`src/rtl/tangram_fb_pkg.sv`:
```
`default_nettype none
// ============================================================================
// Module  : tangram_fb_pkg
// Purpose : Shared framebuffer geometry and types for the scanout arbiter.
//           The framebuffer is 400x300 words of 4 bpp colour. Scanout upscales
//           it 2x2 onto an 800x600 raster.
// Revision: 1.0 - initial release
// ============================================================================
package tangram_fb_pkg;

    localparam int unsigned FB_W     = 400;
    localparam int unsigned FB_H     = 300;
    localparam int unsigned FB_DEPTH = FB_W * FB_H;

    typedef logic [16:0] fb_addr_t;
    typedef logic [3:0]  colour_t;

endpackage : tangram_fb_pkg
`default_nettype wire

```
`src/rtl/fb_scan_arbiter_sync_delay.sv`:
```
`default_nettype none
// ============================================================================
// Module  : sync_delay
// Purpose : N-stage shift register, W bits wide, with a per-bit reset value.
//           Used to re-align raster timing strobes and slot tags with data
//           coming back from the framebuffer RAM.
// Ports   : clk   - clock
//           rst   - synchronous active-high reset (loads RST_VAL into every stage)
//           d_i   - W-bit input
//           q_o   - W-bit input delayed by N cycles
// Revision: 1.0 - initial release
// ============================================================================
module sync_delay #(
    parameter int          W       = 1,
    parameter int          N       = 1,
    parameter logic [W-1:0] RST_VAL = '0
) (
    input  logic         clk,
    input  logic         rst,
    input  logic [W-1:0] d_i,
    output logic [W-1:0] q_o
);

    logic [W-1:0] stage_q [N];

    always_ff @(posedge clk) begin
        if (rst) begin
            for (int i = 0; i < N; i++) begin
                stage_q[i] <= RST_VAL;
            end
        end else begin
            stage_q[0] <= d_i;
            for (int i = 1; i < N; i++) begin
                stage_q[i] <= stage_q[i-1];
            end
        end
    end

    assign q_o = stage_q[N-1];

endmodule : sync_delay
`default_nettype wire

```
`src/rtl/fb_scan_arbiter.sv`:
```
`default_nettype none
// ============================================================================
// Module  : fb_scan_arbiter
// Purpose : Shares one single-port framebuffer RAM (1-cycle synchronous read)
//           between 2x2-upscaled display scanout and a drawing engine.
//           Scanout owns every even active pixel (de && !sx[0]); the writer
//           gets every other cycle through a valid/ready handshake. Timing
//           strobes are delayed so they line up with pix_colour.
// Config  : FB_ARB_VBLANK_WRITE_EN - when defined, writes are granted only
//           during vertical blanking (sy >= 600) for tear-free drawing.
// Ports   : clk_pix, rst_pix          - pixel clock, sync active-high reset
//           sx, sy, de, hsync, vsync,
//           frame                     - raster position / strobes in
//           wr_valid, wr_ready,
//           wr_addr, wr_data          - writer handshake
//           mem_addr, mem_we,
//           mem_wdata, mem_rdata      - framebuffer RAM port
//           pix_colour                - registered colour out
//           de_o, hsync_o, vsync_o,
//           frame_o                   - strobes delayed LAT cycles
//           wr_oob                    - sticky out-of-range write flag
// Revision: 1.0 - initial release
// ============================================================================
module fb_scan_arbiter
    import tangram_fb_pkg::*;
#(
    // The colour path is two register stages (RAM read + pix_colour); the
    // strobe delay must stay equal to it for the outputs to line up.
    parameter int LAT = 2
) (
    input  logic        clk_pix,
    input  logic        rst_pix,
    input  logic [9:0]  sx,
    input  logic [9:0]  sy,
    input  logic        de,
    input  logic        hsync,
    input  logic        vsync,
    input  logic        frame,
    input  logic        wr_valid,
    output logic        wr_ready,
    input  logic [16:0] wr_addr,
    input  logic [3:0]  wr_data,
    output logic [16:0] mem_addr,
    output logic        mem_we,
    output logic [3:0]  mem_wdata,
    input  logic [3:0]  mem_rdata,
    output logic [3:0]  pix_colour,
    output logic        de_o,
    output logic        hsync_o,
    output logic        vsync_o,
    output logic        frame_o,
    output logic        wr_oob
);

    logic     disp_slot;
    logic     wr_slot;
    logic     xfer;
    logic     wr_in_range;
    fb_addr_t line_base_q, line_base_d;
    colour_t  pix_colour_q, pix_colour_d;
    logic     wr_oob_q, wr_oob_d;
    logic [1:0] tag_d1;      // {de, disp_slot} one cycle late
    logic [3:0] timing_dly;  // {de, hsync, vsync, frame} LAT cycles late

    // ------------------------------------------------------------------
    // Slot allocation
    // ------------------------------------------------------------------
    assign disp_slot = de && !sx[0];

`ifdef FB_ARB_VBLANK_WRITE_EN
    assign wr_slot = (sy >= 10'(2 * FB_H));
`else
    assign wr_slot = !disp_slot;
`endif

    assign wr_ready    = wr_slot && !rst_pix;
    assign xfer        = wr_valid && wr_ready;
    assign wr_in_range = (wr_addr < fb_addr_t'(FB_DEPTH));

    // ------------------------------------------------------------------
    // Line base: each framebuffer row is shown on two screen lines, so the
    // base advances by FB_W on every even line. line_base_d equals
    // line_base_q except on sx==0, where it already holds the new line's
    // base; addressing from it makes the first read of a line correct.
    // ------------------------------------------------------------------
    always_comb begin
        line_base_d = line_base_q;
        if (sx == 10'd0) begin
            if (sy == 10'd0) begin
                line_base_d = '0;
            end else if (!sy[0]) begin
                line_base_d = line_base_q + fb_addr_t'(FB_W);
            end
        end
    end

    // ------------------------------------------------------------------
    // RAM port mux. Out-of-range writes are consumed but never reach the RAM.
    // ------------------------------------------------------------------
    always_comb begin
        mem_addr = line_base_d;
        mem_we   = 1'b0;
        if (xfer) begin
            mem_addr = wr_addr;
            mem_we   = wr_in_range;
        end else if (disp_slot) begin
            mem_addr = line_base_d + fb_addr_t'(sx[9:1]);
        end
    end

    assign mem_wdata = wr_data;

    // ------------------------------------------------------------------
    // Colour pipeline. RAM data is only meaningful one cycle after a
    // display slot; on odd pixels the register holds, which duplicates the
    // even pixel horizontally. Blanking forces black.
    // ------------------------------------------------------------------
    sync_delay #(
        .W       (2),
        .N       (1),
        .RST_VAL (2'b00)
    ) u_tag_dly (
        .clk (clk_pix),
        .rst (rst_pix),
        .d_i ({de, disp_slot}),
        .q_o (tag_d1)
    );

    always_comb begin
        pix_colour_d = pix_colour_q;
        if (!tag_d1[1]) begin
            pix_colour_d = '0;
        end else if (tag_d1[0]) begin
            pix_colour_d = mem_rdata;
        end
    end

    assign wr_oob_d = wr_oob_q || (xfer && !wr_in_range);

    always_ff @(posedge clk_pix) begin
        if (rst_pix) begin
            line_base_q  <= '0;
            pix_colour_q <= '0;
            wr_oob_q     <= 1'b0;
        end else begin
            line_base_q  <= line_base_d;
            pix_colour_q <= pix_colour_d;
            wr_oob_q     <= wr_oob_d;
        end
    end

    // ------------------------------------------------------------------
    // Timing strobe alignment (sync pulses idle high)
    // ------------------------------------------------------------------
    sync_delay #(
        .W       (4),
        .N       (LAT),
        .RST_VAL (4'b0110)
    ) u_timing_dly (
        .clk (clk_pix),
        .rst (rst_pix),
        .d_i ({de, hsync, vsync, frame}),
        .q_o (timing_dly)
    );

    assign de_o       = timing_dly[3];
    assign hsync_o    = timing_dly[2];
    assign vsync_o    = timing_dly[1];
    assign frame_o    = timing_dly[0];
    assign pix_colour = pix_colour_q;
    assign wr_oob     = wr_oob_q;

endmodule : fb_scan_arbiter
`default_nettype wire

```
`config.mk`:
```
export PLATFORM = sky130hd
export DESIGN_NAME = fb_scan_arbiter
export DESIGN_NICKNAME = d
export VERILOG_FILES = /design/src/rtl/tangram_fb_pkg.sv /design/src/rtl/fb_scan_arbiter_sync_delay.sv /design/src/rtl/fb_scan_arbiter.sv
export SDC_FILE = /design/constraint.sdc
export NUM_CORES = 1
export LEC_CHECK = 0
export CAP_MARGIN = 25
export CORE_MARGIN = 2
export CORE_UTILIZATION = 48
export CTS_CLUSTER_DIAMETER = 40
export DETAILED_ROUTE_END_ITERATION = 10
export PLACE_DENSITY = 0.91
export SYNTH_ARGS = -nofsm -noshare
export SYNTH_HDL_FRONTEND = slang
export SYNTH_HIERARCHICAL = 1
export SYNTH_SLANG_ARGS = --single-unit
```
`constraint.sdc`:
```
create_clock -name clk_pix -period 8.5 [get_ports clk_pix]
set_input_delay 0.85 -clock clk_pix [delete_from_list [all_inputs] [get_ports clk_pix]]
set_output_delay 0.85 -clock clk_pix [all_outputs]
set_load 0.02 [all_outputs]
```
==> summary.txt <==
Yosys cell types - 54
Total gr overflow - 0
Hold Violations, Final - 0
Worst-Skew Late Latency - 0.29 ns
# fillers - 359
Multiplexer share of the synthesized area - 0.0229
Gpl congestion - 0.979
Setup bufs post-CTS - 0
Share of layout cells above drive strength 1 - 0.0570
Root buffer cell - clkbuf_8
Fin nets - 412
Least-Margin Pin Slew - 1.00 ns
Port Buffers - 75
Arr. time, crit path - 5.66 ns
Largest family of logic cells by synthesized area - simple AND/OR/NAND/NOR gates
Yosys reg bits - 32
Post-Synthesis Cells - 286
Leakage power - 1.17 nW
Iteration-0 DRC Markers - 151
CP endpoint kind - output port
Crit path required time - 7.65 ns
Adder-Cell Fraction of Synth Area - 0.0636
Relative max-transition margin - 0.328
Vias in the first global route - 2176
Vias per cell - 5.62
Synth Flop Type - dfxtp_1
Mapped Nets - 348
Initial antenna violation count - 0
Register area share after synthesis - 0.286
Synth area leaders - dfxtp_1 (29%), nor2_1 (7.4%), a21oi_1 (5.8%)
Area of the multi-input gates - 0.00149 mm^2
Hold buffer count at CTS - 0
Power Density - 115 mW/mm^2
P&R area growth vs syn - 36.1%
Most Frequent Cell on Critical Path - nand2_1
Final setup skew - 0.00497 ns
Routed via count - 2265
Global-route wire length before repair - 9550 um
Initial core utilization - 0.508
Ports - 84
Crit path buf inv count - 3
Xor/xnor cell area share of the yosys netlist - 0.0703
Post-synth EDFFs - 0
Complex-gate fraction of the synthesized area - 0.193
Worst-path maximum fanout - 12
Routed len/inst - 14.3 um
Simple-gate portion of the synthesized area - 0.310
Avg Cell Area, Syn - 7.84 um^2
CORE AREA - 0.00441 mm^2
Critical path's top delay family - simple AND/OR/NAND/NOR gates
Fmax - 0.154 GHz
Run status - completed
Clock sinks - 32
Die height - 72.3 um
Final Worst Setup Slack - 1.99 ns
Setup WS pre-CTS - 1.97 ns
CP max stage cell - nor4_2
Routed Antenna Nets - 0
Worst IR Drop VDD - 0.0647 mV
H-tree depth - 2
RSZ-0062 raised after global routing - false
Max-slew violations - 0
CTS tree - done
Register area - 641 um^2
Synth async-reset ratio - 0
Slowest stage delay, CP - 0.78 ns
Final worst path period share - 0.766
Top cells by count, synth - nor2_1 (44), dfxtp_1 (32), nand2_1 (27)
Max Cap Viol - 0
Max clock buf depth - 2
Synth Cell Area - 0.00224 mm^2
Die area - 0.00523 mm^2
Yosys synthesis warning count - 6
Total GRT Usage - 0.231
Diode count - 0
DR pass1 iterations - 4
Hold Slack - 0.415 ns
Crit-path cells - clkdlybuf4s50_1, or4_1, nor4_2, nand2_1, nand2_1, inv_1, ha_1, fa_1, a211o_1, a21oi_1, o21ai_0, o221ai_1, nand2_1, nand3_1, xor2_1, a21oi_1, clkdlybuf4s50_1
Post-CTS sizing - 0
Die W - 72.3 um
Largest net degree at the start of global routing - 35
Setup TNS - 0 ns
Critical path class - input port to output port
CP Launch Type - input port
Endpoints failing setup - 0
Worst Hold Class - flop to flop
Placement row count - 24
Tmin final - 6.51 ns
Worst-path clk slew - 0.07 ns
Top cell type's share of synthesized area - 0.286
Post-DP HPWL - 4440 um
Area leader, netlist - dfxtp_1
Total wire length - 5780 um
Most frequent cell after synthesis - nor2_1
Drt drc - 0
Num CTS Buffers - 5
==> logic make-up after synthesis <==
group,after synthesis
simple gates,130
compound gates,66
flops,32
buf+inv,24
xor+xnor,18
fa+ha+maj,11
mux,5
==> cells in the final DEF (no fill, tap or decap), types with 2 or more instances in the layout <==
master	instances
or2_1	5
nor2_1	44
nand2b_1	3
nor3_1	7
clkinv_2	2
or2_2	2
nand4_1	4
and3_1	2
inv_1	5
a31oi_1	6
clkdlybuf4s50_1	75
nand3_1	5
o21ai_0	11
nor4_4	2
xnor2_1	11
a211o_1	3
xor2_1	7
o21a_1	2
o221ai_1	3
nor2b_1	13
dfxtp_1	32
o31a_1	2
mux2i_1	4
a21oi_1	26
ha_1	9
clkbuf_8	5
a21o_1	3
nor4_1	2
nand2_1	27
and2_1	4
==> through the flow <==
stage / std cells / util / power, W / area [um^2]
final: 403 / 0.691 / 0.000351 / 3050
after detailed placement: 395 / 0.671 / 0.000237 / 2960
after global routing: 403 / 0.691 / 0.000365 / 3050
after floorplan: 286 / - / 0.000196 / 2240
after CTS: 403 / 0.691 / 0.000352 / 3050
after global placement: 395 / 0.671 / 0.000235 / 2960
==> cell type report <==
type | count | area share
Tap cell | 52 | 0.0213
Multi-Input combinational cell | 230 | 0.487
Clock buffer | 5 | 0.0226
Timing Repair Buffer | 75 | 0.246
Inverter | 6 | 0.00738
Clock inverter | 3 | 0.00615
Sequential cell | 32 | 0.210
==> power breakdown <==
group          switching (W)  leakage (nW)  internal, W
sequential        0.00000177         0.260     0.000153
clock              0.0000602        0.0479    0.0000569
combinational      0.0000364         0.860    0.0000428
==> metal layers <==
layer  GRT usage  wire (um)  up-vias
met5           0          0        -
met4       0.101        153        0
met3      0.0333        441       12
met2       0.396       2760       99
met1       0.287       2420     1026
li1            -          -     1128
==> worst register-to-register path, cell delays in order (launching register included) <==
cell	delay (ns)
dfxtp_1	0.35
ha_1	0.25
a211o_1	0.32
nand4_1	0.23
nor2_1	0.09
a2111o_1	0.48
nor2_1	0.12
==> worst paths after layout <==
path,cells after the start,start,endpoint,slack [ns]
max reg2reg,6,line_base_q[4]$_SDFF_PP0_,line_base_q[14]$_SDFF_PP0_,6.57
min reg2reg,1,u_timing_dly/stage_q[0][1]$_SDFF_PP1_,u_timing_dly/stage_q[0][5]$_SDFF_PP1_,0.41
max,17,sy[5],mem_addr[12],1.99
min,1,u_timing_dly/stage_q[0][1]$_SDFF_PP1_,u_timing_dly/stage_q[0][5]$_SDFF_PP1_,0.41
==> sequential cells by signal (all words and copies together) (netlist names) <==
signal / cells
line_base_q: 17
u_timing_dly/stage_q: 8
pix_colour: 4
u_tag_dly/stage_q: 2
wr_oob: 1
Note: power is estimated with default switching activity, not from simulation.
==> patch 1, RTL diff (config.mk and constraints unchanged) <==
Make the reset (`rst` and `rst_pix`) asynchronous in 2 clocked blocks. Comments in the files are not updated.
--- a/src/rtl/fb_scan_arbiter_sync_delay.sv
+++ b/src/rtl/fb_scan_arbiter_sync_delay.sv
@@ -23,7 +23,7 @@
 
     logic [W-1:0] stage_q [N];
 
-    always_ff @(posedge clk) begin
+    always_ff @(posedge clk or posedge rst) begin
         if (rst) begin
             for (int i = 0; i < N; i++) begin
                 stage_q[i] <= RST_VAL;
--- a/src/rtl/fb_scan_arbiter.sv
+++ b/src/rtl/fb_scan_arbiter.sv
@@ -137,7 +137,7 @@
 
     assign wr_oob_d = wr_oob_q || (xfer && !wr_in_range);
 
-    always_ff @(posedge clk_pix) begin
+    always_ff @(posedge clk_pix or posedge rst_pix) begin
         if (rst_pix) begin
             line_base_q  <= '0;
             pix_colour_q <= '0;
Function: differs if rst_pix is asserted again (counterexample within 4 cycles, from zero or initial values and one cycle with rst_pix high); with rst_pix held inactive, the same outputs for 10 cycles.
==> patch 1 against the original RTL <==
Synthesized area up 3.1%. Worst setup slack got worse by 22 ps. Clock power grew 26%. Sequential share of layout area rose by 4.6 points. Cell count is 5.5% lower. Sequential power up 4%. Total power grew 11%. Sequential cell count stayed put. Routed wire length grew 5.5%. Core utilization down 2.0 points. Design area increased by 3.2%. Critical endpoint is now mem_addr[10].
==> patch 1: results <==
export IMPL_fin_ws_ps=1968
export IMPL_path_max_fanout=10
export IMPL_totalWireLength_um=6099
export IMPL_fin_skew_ps=5.253
export IMPL_grtUsageMet2=0.4054
export IMPL_gp_congestion=0.8720
export IMPL_grt_total_usage=0.2440
export IMPL_use_met3=0.05350
export IMPL_avgSynthCellArea_um2=8.923
export IMPL_placedCellCount=373
export IMPL_grt_pass1_wl_um=10180
export IMPL_p_int_uw=287.9
export IMPL_outcome="finished clean"
export IMPL_clkPwrFrac=0.376
export IMPL_synth_mux_area_frac=0.02599
export IMPL_ff2ff_setup_slack_ps=6580
export IMPL_static_leakage_power_nw=1.308
export IMPL_drtIter0Drc=223
export IMPL_ys_seq_area_frac=0.3487
export IMPL_syn_num_nets=321
export IMPL_wl_met3_um=456
export IMPL_clockBufferDepth=2
export IMPL_synth_compound_area_frac=0.1868
export IMPL_peakVddDrop_v=0.00005807
export IMPL_yosysUniqueCellTypes=57
export IMPL_pg_clk_uw=147
export IMPL_synthAdderAreaFrac=0.06172
export IMPL_wl_met2_um=3025
export IMPL_final_layout_size_suffix_gt1_frac=0.08563
export IMPL_avgRoutedWirePerCell_um=16.01
export IMPL_yosys_top_cells_area="dfrtp_1 30%, ha_1 4.9%, dfstp_2 4.5%"
export IMPL_p_seq_uw=161
export IMPL_synth_xor_area_frac=0.03790
export IMPL_grt_max_degree=24
export IMPL_postPlaceCellArea_mm2=0.003039
export IMPL_crit_slowest_cell="o41ai_2"
export IMPL_tightest_slew_ps=925.2
export IMPL_m1WireLength_um=2494
export IMPL_ys_top_cells_by_count="28 x dfrtp_1, 25 x nand2_1, 24 x nor2_1"
[patch 1: cell count changes after synthesis, sizes merged, moves of 4 or more]
cell,change
o211ai,+4
dfxtp,-32
or3,+8
dfstp,+4
nor2b,-9
or2,-5
nand3,+5
nor2,-20
xnor2,-7
inv,+6
dfrtp,+28
o21ai,+9
a21oi,-13
[patch 1: final timing paths]
check / startpoint / endpoint / depth (start not counted)
max: sx[3] / mem_addr[10] / 15
min: u_timing_dly/stage_q[4] / u_timing_dly/q_o[0] / 0
max reg2reg: line_base_q[4] / line_base_q[10] / 7
min reg2reg: u_timing_dly/stage_q[4] / u_timing_dly/q_o[0] / 0
max in group asynchronous: rst_pix / line_base_q[4] / 2
min in group asynchronous: rst_pix / u_tag_dly/q_o[1] / 2
[patch 1: layout make-up]
type                    instances  area (um^2)
multi-input cells             201         1374
clock inverters                 3        42.54
flip-flops and latches         32        805.8
fillers                       371         1541
well taps                      54        67.56
inverters                      11        41.29
repair buffers                 75        750.7
clock buffers                   5        68.82
==> patch 2, RTL diff (same flow settings) <==
Without the edit above. Add a define of `FB_ARB_VBLANK_WRITE_EN`.
--- a/src/rtl/fb_scan_arbiter.sv
+++ b/src/rtl/fb_scan_arbiter.sv
@@ -21,6 +21,8 @@
 //           wr_oob                    - sticky out-of-range write flag
 // Revision: 1.0 - initial release
 // ============================================================================
+`define FB_ARB_VBLANK_WRITE_EN
+
 module fb_scan_arbiter
     import tangram_fb_pkg::*;
 #(
Check against the original RTL: not equivalent (Yosys sat finds a counterexample within 4 cycles, from zero or initial values and one cycle with rst_pix high).
==> patch 2 against the original RTL <==
Routed wire length increased by 13%. Global-route usage rose by 1.8 points. Synthesized area up 4.6%. Clock power grew 26%. Sequential cell count is the same. Total power rose by 4.6%. Design area grew 4.0%. Clock skew increased by 1.8 ps. Worst setup slack gained 240 ps. Critical endpoint is now mem_addr[16].
==> patch 2: results <==
export IMPL_vias=2472
export IMPL_grt_max_degree=32
export IMPL_static_leakage_power_nw=1.211
export IMPL_tightest_slew_ps=887.5
export IMPL_grt_pass1_wl_um=10530
export IMPL_cp_arrival_ps=5420
export IMPL_p_total_uw=366.8
export IMPL_crit_start="sx[3]"
export IMPL_clkPwrFrac=0.403
export IMPL_crit_slowest_cell="clkdlybuf4s50_1"
export IMPL_avgRoutedWirePerCell_um=15.01
export IMPL_yosysUniqueCellTypes=60
export IMPL_grt_pass1_vias=2407
export IMPL_ys_seq_area_frac=0.2731
export IMPL_pwr_share_seq=0.418
export IMPL_r2r_end="line_base_q[12]"
export IMPL_yosys_top_cells_area="dfxtp_1 27%, nor2_1 6.4%, ha_1 5.3%"
export IMPL_path_max_fanout=16
export IMPL_final_layout_size_suffix_gt1_frac=0.05722
export IMPL_syn_num_nets=368
export IMPL_grt_total_usage=0.2491
export IMPL_ys_top_cells_by_count="40 x nor2_1, 32 x dfxtp_1, 29 x nand2_1"
export IMPL_ff2ff_setup_slack_ps=6360
export IMPL_nFillCells=377
export IMPL_netSwitchingFraction=0.2477
export IMPL_slowest_delay_ps=650
export IMPL_outcome="finished clean"
export IMPL_hpwl_um=5007
export IMPL_drtIter0Drc=200
[patch 2: stage by stage]
stage                     area, um^2    util  hold WS (ps)  setup WS (ps)  cells
after floorplan                 2346       -         383.2           3715    305
after global placement          3063  0.6485         389.1           2381    426
after detailed placement        3063  0.6485         389.2           2282    426
after CTS                       3174  0.6721         405.4           2267    434
after global routing            3174  0.6721         436.9           1968    434
final                           3174  0.6721         403.8           2229    434
[patch 2: kinds of logic after synthesis]
logic type               Yosys count  synth area share
AO/OA/AOI/OAI                     80            0.2363
XOR/XNOR                          12           0.04480
adder cells (fa/ha/maj)           11           0.06187
buffers and inverters             32           0.07093
flip-flops                        32            0.2731
multiplexers                       6           0.02667
AND/OR/NAND/NOR                  132            0.2864
[patch 2: layout make-up]
type,instances,area (um^2),share of cell area
inverter,9,33.78,0.01064
clock inverter,3,42.54,0.01340
timing repair buffer,77,765.7,0.2412
multi-input combinational,241,1539,0.4848
tap,67,83.83,0.02641
clock buffer,5,68.82,0.02168
sequential,32,640.6,0.2018
[patch 2: how the worst max path moves through the flow]
stage              endpoint  slack [ps]
2_1_floorplan  mem_addr[16]        3710
3_3_place_gp   mem_addr[16]        2380
3_5_place_dp   mem_addr[16]        2280
4_1_cts        mem_addr[16]        2270
5_1_grt        mem_addr[16]        1970
6_report       mem_addr[16]        2230
[patch 2: per-layer routing]
layer | routed length, um | share of wire | up-vias | global-route usage
li1 | - | - | 1204 | -
met1 | 2655 | 0.41 | 1140 | 0.2935
met2 | 3242 | 0.50 | 107 | 0.4385
met3 | 408 | 0.063 | 21 | 0.04527
met4 | 210 | 0.032 | 0 | 0.1111
met5 | 0 | 0 | - | 0
